==> src/rtl/spi_shift_engine.sv <==
// SPI shift engine: serialises a parallel word onto mosi_o and deserialises miso_i,
// advancing on launch/sample strobes from the baud generator.
module spi_shift_engine #(
  parameter int unsigned DATA_WIDTH = 8,
  localparam int unsigned LEN_W = $clog2(DATA_WIDTH + 1)
) (
  input  logic                  PCLK,
  input  logic                  PRESET_i,
  input  logic                  ss_i,
  input  logic                  send_data_i,
  input  logic                  lsbfe_i,
  input  logic                  cpha_i,
  input  logic                  cpol_i,
  input  logic [LEN_W-1:0]      frame_len_i,
  input  logic                  miso_recieve_sclk_i,
  input  logic                  miso_recieve_sclk0_i,
  input  logic                  mosi_send_sclk_i,
  input  logic                  mosi_send_sclk0_i,
  input  logic [DATA_WIDTH-1:0] data_mosi_i,
  input  logic                  miso_i,
  output logic                  mosi_o,
  output logic [DATA_WIDTH-1:0] data_miso_o,
  output logic                  busy_o,
  output logic                  done_o,
  output logic                  abort_o
);

  typedef enum logic [1:0] {ST_IDLE, ST_SHIFT, ST_DONE} state_e;

  localparam logic [LEN_W-1:0] MAX_LEN = LEN_W'(DATA_WIDTH);

  state_e                state_q, state_d;
  logic [DATA_WIDTH-1:0] tx_word_q, tx_word_d;
  logic [DATA_WIDTH-1:0] rx_q, rx_d;
  logic [DATA_WIDTH-1:0] data_miso_q, data_miso_d;
  logic [LEN_W-1:0]      len_q, len_d;
  logic [LEN_W-1:0]      tx_cnt_q, tx_cnt_d;
  logic [LEN_W-1:0]      rx_cnt_q, rx_cnt_d;
  logic                  lsbfe_q, lsbfe_d;
  logic                  cpha_q, cpha_d;
  logic                  cpol_q, cpol_d;
  logic                  mosi_q, mosi_d;
  logic                  busy_q, busy_d;
  logic                  done_q, done_d;
  logic                  abort_q, abort_d;

  logic [LEN_W-1:0]      eff_len_c;
  logic [LEN_W-1:0]      tx_next_c;
  logic [LEN_W-1:0]      rx_idx_c;
  logic                  sample_c;
  logic                  launch_c;
  logic                  load_bit_c;
  logic                  tx_bit_c;

  // Word index of frame bit k for the given order and length.
  function automatic logic [LEN_W-1:0] word_idx(input logic lsbfe, input logic [LEN_W-1:0] len,
                                                input logic [LEN_W-1:0] k);
    return lsbfe ? k : LEN_W'(len - k - LEN_W'(1));
  endfunction

  function automatic logic pick_bit(input logic [DATA_WIDTH-1:0] word, input logic [LEN_W-1:0] idx);
    logic b;
    b = 1'b0;
    for (int unsigned i = 0; i < DATA_WIDTH; i++) begin
      if (LEN_W'(i) == idx) b = word[i];
    end
    return b;
  endfunction

  assign eff_len_c  = (frame_len_i == '0 || frame_len_i > MAX_LEN) ? MAX_LEN : frame_len_i;
  assign sample_c   = (cpol_q ^ cpha_q) ? miso_recieve_sclk0_i : miso_recieve_sclk_i;
  assign launch_c   = (cpol_q ^ cpha_q) ? mosi_send_sclk0_i : mosi_send_sclk_i;
  // cpha=0 has bit 0 already on the line after load, so each launch drives the following bit.
  assign tx_next_c  = cpha_q ? tx_cnt_q : LEN_W'(tx_cnt_q + LEN_W'(1));
  assign rx_idx_c   = word_idx(lsbfe_q, len_q, rx_cnt_q);
  assign load_bit_c = pick_bit(data_mosi_i, word_idx(lsbfe_i, eff_len_c, '0));
  assign tx_bit_c   = pick_bit(tx_word_q, word_idx(lsbfe_q, len_q, tx_next_c));

  always_ff @(posedge PCLK or negedge PRESET_i) begin
    if (!PRESET_i) begin
      state_q     <= ST_IDLE;
      tx_word_q   <= '0;
      rx_q        <= '0;
      data_miso_q <= '0;
      len_q       <= '0;
      tx_cnt_q    <= '0;
      rx_cnt_q    <= '0;
      lsbfe_q     <= 1'b0;
      cpha_q      <= 1'b0;
      cpol_q      <= 1'b0;
      mosi_q      <= 1'b0;
      busy_q      <= 1'b0;
      done_q      <= 1'b0;
      abort_q     <= 1'b0;
    end else begin
      state_q     <= state_d;
      tx_word_q   <= tx_word_d;
      rx_q        <= rx_d;
      data_miso_q <= data_miso_d;
      len_q       <= len_d;
      tx_cnt_q    <= tx_cnt_d;
      rx_cnt_q    <= rx_cnt_d;
      lsbfe_q     <= lsbfe_d;
      cpha_q      <= cpha_d;
      cpol_q      <= cpol_d;
      mosi_q      <= mosi_d;
      busy_q      <= busy_d;
      done_q      <= done_d;
      abort_q     <= abort_d;
    end
  end

  always_comb begin
    state_d     = state_q;
    tx_word_d   = tx_word_q;
    rx_d        = rx_q;
    data_miso_d = data_miso_q;
    len_d       = len_q;
    tx_cnt_d    = tx_cnt_q;
    rx_cnt_d    = rx_cnt_q;
    lsbfe_d     = lsbfe_q;
    cpha_d      = cpha_q;
    cpol_d      = cpol_q;
    mosi_d      = mosi_q;
    done_d      = 1'b0;
    abort_d     = 1'b0;

    unique case (state_q)
      ST_IDLE: begin
        if (send_data_i && !ss_i) begin
          tx_word_d = data_mosi_i;
          lsbfe_d   = lsbfe_i;
          cpha_d    = cpha_i;
          cpol_d    = cpol_i;
          len_d     = eff_len_c;
          rx_d      = '0;
          tx_cnt_d  = '0;
          rx_cnt_d  = '0;
          if (!cpha_i) mosi_d = load_bit_c;
          state_d   = ST_SHIFT;
        end
      end
      ST_SHIFT: begin
        if (ss_i) begin
          abort_d = 1'b1;
          state_d = ST_IDLE;
        end else begin
          if (launch_c && tx_next_c < len_q) begin
            mosi_d   = tx_bit_c;
            tx_cnt_d = LEN_W'(tx_cnt_q + LEN_W'(1));
          end
          if (sample_c) begin
            for (int unsigned i = 0; i < DATA_WIDTH; i++) begin
              if (LEN_W'(i) == rx_idx_c) rx_d[i] = miso_i;
            end
            rx_cnt_d = LEN_W'(rx_cnt_q + LEN_W'(1));
            // Publish the word together with done so both are visible in the DONE cycle.
            if (rx_cnt_q == LEN_W'(len_q - LEN_W'(1))) begin
              data_miso_d = rx_d;
              done_d      = 1'b1;
              state_d     = ST_DONE;
            end
          end
        end
      end
      ST_DONE: state_d = ST_IDLE;
      default: state_d = ST_IDLE;
    endcase

    busy_d = (state_d == ST_SHIFT);
  end

  assign mosi_o      = mosi_q;
  assign data_miso_o = data_miso_q;
  assign busy_o      = busy_q;
  assign done_o      = done_q;
  assign abort_o     = abort_q;

endmodule

==> config.mk <==
export PLATFORM = sky130hd
export DESIGN_NAME = spi_shift_engine
export DESIGN_NICKNAME = d
export VERILOG_FILES = /design/src/rtl/spi_shift_engine.sv
export SDC_FILE = /design/constraint.sdc
export NUM_CORES = 1
export LEC_CHECK = 0
export ABC_AREA = 1
export BUFFER_PORTS_ARGS = -buffer_cell sky130_fd_sc_hd__buf_4
export CORE_UTILIZATION = 45
export CTS_BUF_LIST = sky130_fd_sc_hd__clkbuf_8 sky130_fd_sc_hd__clkbuf_16
export CTS_CLUSTER_DIAMETER = 50
export DETAILED_ROUTE_END_ITERATION = 8
export GPL_TIMING_DRIVEN = 1
export HOLD_SLACK_MARGIN = 0.1
export SYNTH_ARGS = -nofsm -noshare
export SYNTH_HDL_FRONTEND = slang
export SYNTH_SLANG_ARGS = --single-unit
==> constraint.sdc <==
create_clock -name PCLK -period 3.6 [get_ports PCLK]
set_clock_uncertainty 0.15 [all_clocks]
set_input_delay 0 -clock PCLK [delete_from_list [all_inputs] [get_ports PCLK]]
set_output_delay 0 -clock PCLK [all_outputs]
set_load 0.1 [all_outputs]
==> flow_summary_export.csv, run 1 <==
group,metric,value,unit
status,status,"finished, final reports clean",
place,dpl_cell_area,3200,um2
worst_setup_path,crit_slowest_cell,"dfrtp_1",
clock_network,cts_buffers,5,
die,rows,28,
sta,worst_slack,1060,ps
detailed_routing,num_vias,2669,
global_routing,grt_antenna_before_repair,0,
global_routing,grt_usage,22.5,%
yosys,ys_ff_latch,45,
global_routing,grt_pass1_wl,11500,um
detailed_routing,drtIter0Drc,124,
detailed_routing,ant_nets,0,
sta,hold_viol_final,0,
min_path,hold_class,"in -> async",
detailed_routing,routed_wirelength,6680,um
die,die_h,81.9,um
worst_setup_path,arrival,2580,ps
cells_and_area,final_cells,539,
worst_setup_path,reg2regPathDepth,14,
power,vdd_ir_drop_max,247,uV
place,dpl.hpwl,4870,um
global_routing,overflow,0,
place,dp.cells,497,
worst_setup_path,cp-startpoint,"tx_cnt_q[0]",
worst_setup_path,worstSetupPathType,"reg -> reg",
sta,fmax,394,MHz
sta,worst_pin_slew,589,ps
clock_network,cts_setup_buffers,0,
die,initial_utilization,47.7,%
clock_network,cts_tree,"done",
clock_network,h-tree-depth,2,
die,io_pins,36,
detailed_routing,wl_per_cell,12.4,um
sta,period_needed,2540,ps
place,dp_slack,1070,ps
cells_and_area,final_design_area_no_fill,3630,um2
worst_setup_path,cp_max_fo,8,
die,dieArea,6710,um2
yosys,async_flop_share,100,%
die,fp.coreArea,6030,um2
yosys,synth-seq-area-share,39.2,%
yosys,syn_inst,392,
cells_and_area,finish.net_count,503,
worst_setup_path,r2r-start,"tx_cnt_q[0]",
detailed_routing,drc,0,
sta,maxSlewViolCount,0,
global_routing,grt_max_degree,46,
power,powerDensity,532,nW/um2
clock_network,cts_max_path_buffers,2,
sta,setup_viol_count_final,0,
yosys,synth_edf_count,0,
sta,finalSetupTns,0,ps
global_routing,grt_pass1_vias,2508,
worst_setup_path,crit_chain,"ha_1 > nand2_1 > nand2_1 > inv_1 > fa_1 > nand2_1 > a21boi_1 > nand3_1 > nand2_1 > nand2_1 > nand3_1 > nand2_1 > inv_1 > a21oi_1",
run,drv_cap,0,
worst_setup_path,crit_top_cell,"nand2_1",
clock_network,cts.clk_slew.worst_paths,90,ps
worst_setup_path,worst_r2r_endpoint,"mosi_o",
place,port_buffers,35,
yosys,synth_area,2880,um2
clock_network,clk_latency,300,ps
yosys,yosys_warnings,0,
worst_setup_path,cpPeakStageDelay,470,ps
cells_and_area,layout-drive-gt1-share,11.9,%
worst_setup_path,critPathBufInv,2,
worst_setup_path,worst_ep_required_time,3640,ps
worst_setup_path,cp_top_family,"adder cells",
yosys,syn_nets,432,
worst_setup_path,crit_path_start_kind,"flop",
power,leakage,1.92,nW
die,die_x,81.9,um
sta,rsz0062_at_grt,"false",
worst_setup_path,reg2reg_slack,1060,ps
place,gp_congestion,0.861,
worst_setup_path,worstSetupEndpointType,"flop",
clock_network,root_buffer,"clkbuf_8",
sta,finalCritPeriodShare,70.5,%
detailed_routing,dr.pass1.iters,4,
yosys,ys.flop_type,"dfrtp_1",
sta,slew-limit-headroom,60.8,%
cells_and_area,syn_to_final_growth,26.2,%
detailed_routing,routed_via_density,4.95,
yosys,yosysUniqueCellTypes,33,
cells_and_area,diodes,0,
yosys,synth_area_per_cell,7.33,um2
clock_network,cts.sinks,45,
## cell type report
class                           instances  area, um2
Fill cell                             559       2400
Multi-Input combinational cell        291       1520
Sequential cell                        45       1130
Timing Repair Buffer                   70        611
Inverter                               50        188
Tap cell                               75       93.8
Clock buffer                            5       68.8
Clock inverter                          3       21.3
## routing by layer
metal  up-vias  share of wire [%]  global-route usage [%]
met5         -                  0                       0
met4         0               0.28                    5.26
met3         2                2.8                    3.67
met2        46                 47                    35.6
met1      1216                 50                    32.0
li1       1405                  -                       -
## Yosys cell counts, types with 3 or more instances
| cell type | number | share of area, % |
|---|---|---|
| nor2_1 | 15 | 2.0 |
| nand3_1 | 56 | 9.7 |
| xor2_1 | 3 | 0.91 |
| nand4_1 | 12 | 2.6 |
| dfrtp_1 | 45 | 39 |
| inv_1 | 48 | 6.3 |
| ha_1 | 14 | 6.1 |
| nand2_1 | 136 | 18 |
| o21ai_0 | 17 | 3.0 |
| xnor2_1 | 4 | 1.2 |
| a21oi_1 | 11 | 1.9 |
## cells in the final DEF, fill, tap and decap left out, types with 2 or more instances in the layout
cell	netlist	layout
nor2_4	2	2
xnor2_1	4	4
a21oi_1	11	11
o211ai_1	2	2
xor2_1	3	3
clkbuf_8	0	5
clkinv_1	2	2
nor3_1	2	2
nand2_1	136	136
inv_1	48	48
dfrtp_1	45	45
nor2_1	15	15
nand4_1	12	12
nand2_2	2	2
ha_1	14	14
o21ai_0	17	17
or2_1	2	2
fa_1	2	2
dlygate4sd3_1	0	34
buf_4	1	36
nand3_1	56	56
## registers in the layout, summed over array words and instances, names as in the netlist
register and flops:
tx_word_q 8, rx_cnt_q 4, lsbfe_q 1, len_q 4
abort_o 1, done_o 1, mosi_o 1, data_miso_o 8
cpha_q 1, cpol_q 1, tx_cnt_q 4, state_q 2
busy_o 1, rx_q 8
## how the worst max path moves through the flow
stage	endpoint	cells past startpoint
final	mosi_o	14
after global routing	mosi_o	15
after CTS	data_miso_o[1]	9
after detailed placement	mosi_o	14
after global placement	mosi_o	14
after floorplan	mosi_o	14
## cells by family (layout without fill, tap and decap cells)
group	after synthesis	in the layout	share of synthesized area (%)
compound gates	33	33	6.14
simple gates	234	234	36.5
buf+inv	56	128	8.01
fa+ha+maj	16	16	7.48
xor+xnor	8	8	2.70
flops	45	45	39.2
## per-stage QoR
step	hold WS (ps)	util (%)	power [W]
2_1_floorplan	-446	-	0.00136
3_3_place_gp	-108	53.1	0.00154
3_5_place_dp	-101	53.1	0.00156
4_1_cts	110	60.2	0.00195
5_1_grt	150	60.2	0.00212
6_report	84.9	60.2	0.00193
## power breakdown
part | internal (W) | switching [W]
logic | 0.000338 | 0.000600
registers | 0.000585 | 0.0000856
clock network | 0.000138 | 0.000184
total | 0.00106 | 0.000870
## timing repair
item / 4_1_cts / 5_1_grt
endpoints found under the hold margin: 83 / 0
resized for setup: 0 / 0
endpoints found under the setup margin: 0 / 0
hold buffers: 34 / 0
(Power assumes the default switching activity.)
==> run 2, diff against run 1 <==
==> constraint.sdc (replaced) <==
create_clock -name PCLK -period 2.6 [get_ports PCLK]
set_clock_uncertainty 0.15 [all_clocks]
set_input_delay 0 -clock PCLK [delete_from_list [all_inputs] [get_ports PCLK]]
set_output_delay 0 -clock PCLK [all_outputs]
set_load 0.1 [all_outputs]
==> flow_summary_export.csv, run 2 (synthesized netlist as in run 1, its figures left out) <==
group,metric,value,unit
detailed_routing,wl_per_cell,12.7,um
global_routing,grt_pass1_vias,2588,
clock_network,cts_buffers,5,
worst_setup_path,worstSetupEndpointType,"flop",
clock_network,cts_tree,"done",
cells_and_area,final_cell_mix,"135 x nand2_1, 56 x nand3_1, 48 x inv_1",
place,dpl_cell_area,3240,um2
power,powerDensity,767,nW/um2
place,port_buffers,35,
detailed_routing,ant_nets,0,
min_path,hold_class,"in -> async",
cells_and_area,syn_to_final_growth,27.6,%
cells_and_area,diodes,0,
die,fp.coreArea,6030,um2
power,power_frac_comb,48.4,%
worst_setup_path,worst_r2r_endpoint,"mosi_o",
power,leakage,1.94,nW
clock_network,cts.sinks,45,
detailed_routing,routed_via_density,5.08,
worst_setup_path,cp_max_fo,6,
clock_network,cts_max_path_buffers,2,
die,initial_utilization,47.7,%
power,vdd_ir_drop_max,356,uV
die,rows,28,
power,p_clk_share,18.8,%
power,swShare,43.5,%
sta,maxSlewViolCount,0,
detailed_routing,drc,0,
run,drv_cap,0,
place,dp_slack,104,ps
sta,setup_viol_count_final,0,
detailed_routing,dr.pass1.iters,4,
detailed_routing,drtIter0Drc,127,
die,dieArea,6710,um2
detailed_routing,routed_wirelength,6850,um
cells_and_area,layout-drive-gt1-share,14.2,%
worst_setup_path,reg2regPathDepth,14,
clock_network,root_buffer,"clkbuf_8",
power,switching_power,0.00122,W
cells_and_area,fin_util,60.9,%
die,die_x,81.9,um
die,die_h,81.9,um
worst_setup_path,reg2reg_slack,180,ps
global_routing,grt_max_degree,46,
worst_setup_path,crit_path_start_kind,"flop",
cells_and_area,finish.net_count,506,
worst_setup_path,worst_ep_required_time,2690,ps
cells_and_area,layout_commonest_cell,"nand2_1",
global_routing,grt_antenna_before_repair,0,
worst_setup_path,arrival,2510,ps
sta,worst_slack,178,ps
sta,slew-limit-headroom,61.0,%
cells_and_area,final_design_area_no_fill,3670,um2
global_routing,grt_pass1_wl,11500,um
clock_network,cts.clk_slew.worst_paths,90,ps
die,io_pins,36,
sta,period_needed,2420,ps
place,gp_congestion,0.861,
global_routing,grt_usage,22.5,%
clock_network,h-tree-depth,2,
clock_network,clk_latency,310,ps
status,status,"finished, final reports clean",
detailed_routing,num_vias,2747,
power,internal-power,0.00159,W
place,dpl.hpwl,4920,um
sta,fmax,413,MHz
worst_setup_path,r2r-start,"tx_cnt_q[0]",
worst_setup_path,worstSetupPathType,"reg -> reg",
sta,finalCritPeriodShare,93.2,%
sta,worst_pin_slew,585,ps
power,pwr-share-seq,32.8,%
sta,hold_viol_final,0,
global_routing,overflow,0,
run 2: layout make-up:
class                           count  area, um2
Inverter                           50        188
Sequential cell                    45       1130
Clock inverter                      2       35.0
Multi-Input combinational cell    291       1530
Clock buffer                        5       68.8
Fill cell                         550       2360
Tap cell                           75       93.8
Timing Repair Buffer               73        623
run 2: critical path: stages (launching register included):
cell,delay [ps]
dfrtp_2,450
ha_1,300
nand2_1,60
nand2_2,100
inv_1,80
fa_1,500
nand2_1,60
a21boi_2,170
nand3_1,100
nand2_1,50
nand2_1,50
nand3_1,70
nand2_1,60
inv_1,40
a21oi_1,100
run 2: per-stage QoR:
step / hold WS (ps) / cells / total power [W] / setup TNS [ps]
2_1_floorplan: -446 / 392 / 0.00188 / 0
3_3_place_gp: -105 / 503 / 0.00218 / 0
3_5_place_dp: -100 / 503 / 0.00220 / 0
4_1_cts: 111 / 540 / 0.00280 / 0
5_1_grt: 165 / 541 / 0.00304 / -7.32
6_report: 79.0 / 541 / 0.00282 / 0
run 2: worst max path at each step:
stage / from / to / slack, ps
2_1_floorplan: tx_cnt_q[0] / mosi_o / 300
3_3_place_gp: tx_cnt_q[0] / mosi_o / 160
3_5_place_dp: tx_cnt_q[0] / mosi_o / 100
4_1_cts: tx_cnt_q[0] / mosi_o / 100
5_1_grt: tx_cnt_q[0] / mosi_o / -7
6_report: tx_cnt_q[0] / mosi_o / 180
run 2: repair_timing:
| action | CTS | global route |
|---|---|---|
| endpoints found under the hold margin | 84 | 0 |
| setup buffers | 0 | 1 |
| gates resized for setup | 0 | 5 |
| endpoints found under the setup margin | 0 | 1 |
| hold buffers | 30 | 0 |
run 2: metal layers:
layer	vias to the layer above	GRT usage (%)	part of all wire, %
li1	1414	-	-
met2	52	37.3	45
met3	4	3.00	3.5
met1	1277	30.6	50
met4	0	5.61	0.63
met5	-	0	0
run 2: power groups by stage:
stage / sequential [W] / combinational [W] / clock, W
CTS: 0.000921 / 0.00134 / 0.000540
finish: 0.000922 / 0.00136 / 0.000530
global route: 0.000940 / 0.00154 / 0.000561
floorplan: 0.00105 / 0.000829 / 0
detailed placement: 0.000934 / 0.00127 / 0
global placement: 0.000929 / 0.00125 / 0
==> run 3, diff against run 2 <==
--- a/config.mk
+++ b/config.mk
@@ -7,12 +7,14 @@
 export LEC_CHECK = 0
 export ABC_AREA = 1
 export BUFFER_PORTS_ARGS = -buffer_cell sky130_fd_sc_hd__buf_4
-export CORE_UTILIZATION = 45
+export CORE_UTILIZATION = 58
 export CTS_BUF_LIST = sky130_fd_sc_hd__clkbuf_8 sky130_fd_sc_hd__clkbuf_16
 export CTS_CLUSTER_DIAMETER = 50
 export DETAILED_ROUTE_END_ITERATION = 8
 export GPL_TIMING_DRIVEN = 1
 export HOLD_SLACK_MARGIN = 0.1
+export PLACE_DENSITY = 0.8
 export SYNTH_ARGS = -nofsm -noshare
 export SYNTH_HDL_FRONTEND = slang
 export SYNTH_SLANG_ARGS = --single-unit
+export TNS_END_PERCENT = 10
==> flow_summary_export.csv, run 3 (synthesized netlist as in run 1, its figures left out) <==
group,metric,value,unit
status,status,"finished, final reports clean",
global_routing,grt_pass1_wl,11700,um
cells_and_area,final_cells,534,
detailed_routing,routed_via_density,5.33,
power,vdd_ir_drop_max,461,uV
worst_setup_path,worstSetupPathType,"reg -> reg",
sta,rsz0062_at_grt,"true",
worst_setup_path,crit_chain,"ha_4 > nand2_1 > nand2_2 > inv_1 > fa_1 > nand2_1 > a21boi_2 > nand3_1 > nand2_1 > nand2_1 > nand3_1 > nand2_1 > inv_1 > a21oi_1",
sta,finalCritPeriodShare,92.4,%
clock_network,root_buffer,"clkbuf_8",
power,leakage,1.93,nW
sta,hold_viol_final,0,
die,initial_utilization,60.5,%
global_routing,overflow,0,
worst_setup_path,crit_top_cell,"nand2_1",
worst_setup_path,cpPeakStageDelay,510,ps
die,die_x,72.4,um
place,dp.cells,492,
sta,maxSlewViolCount,0,
worst_setup_path,arrival,2480,ps
place,dpl_cell_area,3210,um2
die,die_h,72.4,um
clock_network,cts.clk_slew.worst_paths,80,ps
cells_and_area,finish.net_count,506,
die,io_pins,36,
global_routing,grt_antenna_before_repair,0,
die,fp.coreArea,4750,um2
clock_network,cts_max_path_buffers,2,
global_routing,grt_max_degree,46,
worst_setup_path,worstSetupEndpointType,"flop",
cells_and_area,seqCellArea,1130,um2
min_path,hold_class,"in -> async",
clock_network,clk_latency,300,ps
worst_setup_path,crit_path_start_kind,"flop",
clock_network,cts_tree,"done",
cells_and_area,multi_input_area,1550,um2
place,port_buffers,35,
cells_and_area,final_cell_mix,"135 x nand2_1, 56 x nand3_1, 47 x inv_1",
sta,holdWs,87.2,ps
worst_setup_path,cp_top_family,"adder cells",
place,dp_slack,92.7,ps
sta,worst_pin_slew,571,ps
die,rows,25,
sta,worst_slack,197,ps
sta,slew-limit-headroom,61.9,%
run,drv_cap,0,
detailed_routing,routed_wirelength,6890,um
power,powerDensity,748,nW/um2
detailed_routing,drtIter0Drc,179,
detailed_routing,num_vias,2846,
clock_network,h-tree-depth,2,
sta,setup_viol_count_final,0,
sta,period_needed,2400,ps
place,gp_congestion,0.857,
cells_and_area,syn_to_final_growth,27.9,%
cells_and_area,layout_commonest_cell,"nand2_1",
global_routing,grt_usage,28.9,%
detailed_routing,drc,0,
detailed_routing,wl_per_cell,12.9,um
detailed_routing,ant_nets,0,
worst_setup_path,crit_slowest_cell,"fa_1",
detailed_routing,dr.pass1.iters,6,
die,dieArea,5240,um2
clock_network,cts.sinks,45,
worst_setup_path,worst_ep_required_time,2680,ps
cells_and_area,layout-drive-gt1-share,14.8,%
power,power,0.00275,W
worst_setup_path,cp_max_fo,4,
global_routing,grt_pass1_vias,2677,
worst_setup_path,critPathBufInv,2,
cells_and_area,final_design_area_no_fill,3680,um2
sta,fmax,416,MHz
cells_and_area,diodes,0,
clock_network,cts_buffers,5,
cells_and_area,fill_cells,332,
place,dpl.hpwl,4630,um
[run 3: cell type report]
class	instances	area share (%)
Clock buffer	6	2.25
Timing Repair Buffer	73	17.1
Multi-Input combinational cell	291	42.2
Sequential cell	45	30.7
Inverter	50	5.11
Tap cell	67	2.28
Clock inverter	2	0.374
[run 3: power breakdown]
| part | leakage (nW) | internal, W | switching [W] |
|---|---|---|---|
| logic | 1.29 | 0.000493 | 0.000873 |
| clock network | 0.0512 | 0.000216 | 0.000243 |
| registers | 0.595 | 0.000811 | 0.000114 |
[run 3: per-stage QoR]
stage                     util (%)  TNS, ps
after detailed placement      67.5        0
after global placement        67.5        0
final                         77.3        0
after global routing          77.3    -22.9
after CTS                     76.3        0
after floorplan                  -        0
[run 3: worst paths after layout]
path / from / end / slack (ps) / cells past startpoint
max: tx_cnt_q[0] / mosi_o / 200 / 14
min: PRESET_i / tx_cnt_q[3] / 90 / 2
max reg2reg: tx_cnt_q[0] / mosi_o / 200 / 14
min reg2reg: rx_q[3] / rx_q[3] / 340 / 2
max in group asynchronous: PRESET_i / cpha_q / 1800 / 2
min in group PCLK: mosi_send_sclk_i / mosi_o / 190 / 7
[run 3: what timing repair did]
| item | 4_1_cts | 5_1_grt |
|---|---|---|
| hold buffers | 32 | 0 |
| gates resized for setup | 0 | 10 |
| setup endpoints to repair | 0 | 5 |
| hold endpoints to repair | 82 | 0 |
| setup buffers | 0 | 2 |
[run 3: layer usage]
| metal | track usage, % | wire length [um] | up-vias |
|---|---|---|---|
| met4 | 9.80 | 127 | 0 |
| met3 | 5.56 | 449 | 18 |
| met1 | 37.6 | 3080 | 1307 |
| met5 | 0 | 0 | - |
| li1 | - | - | 1414 |
| met2 | 48.3 | 3240 | 107 |
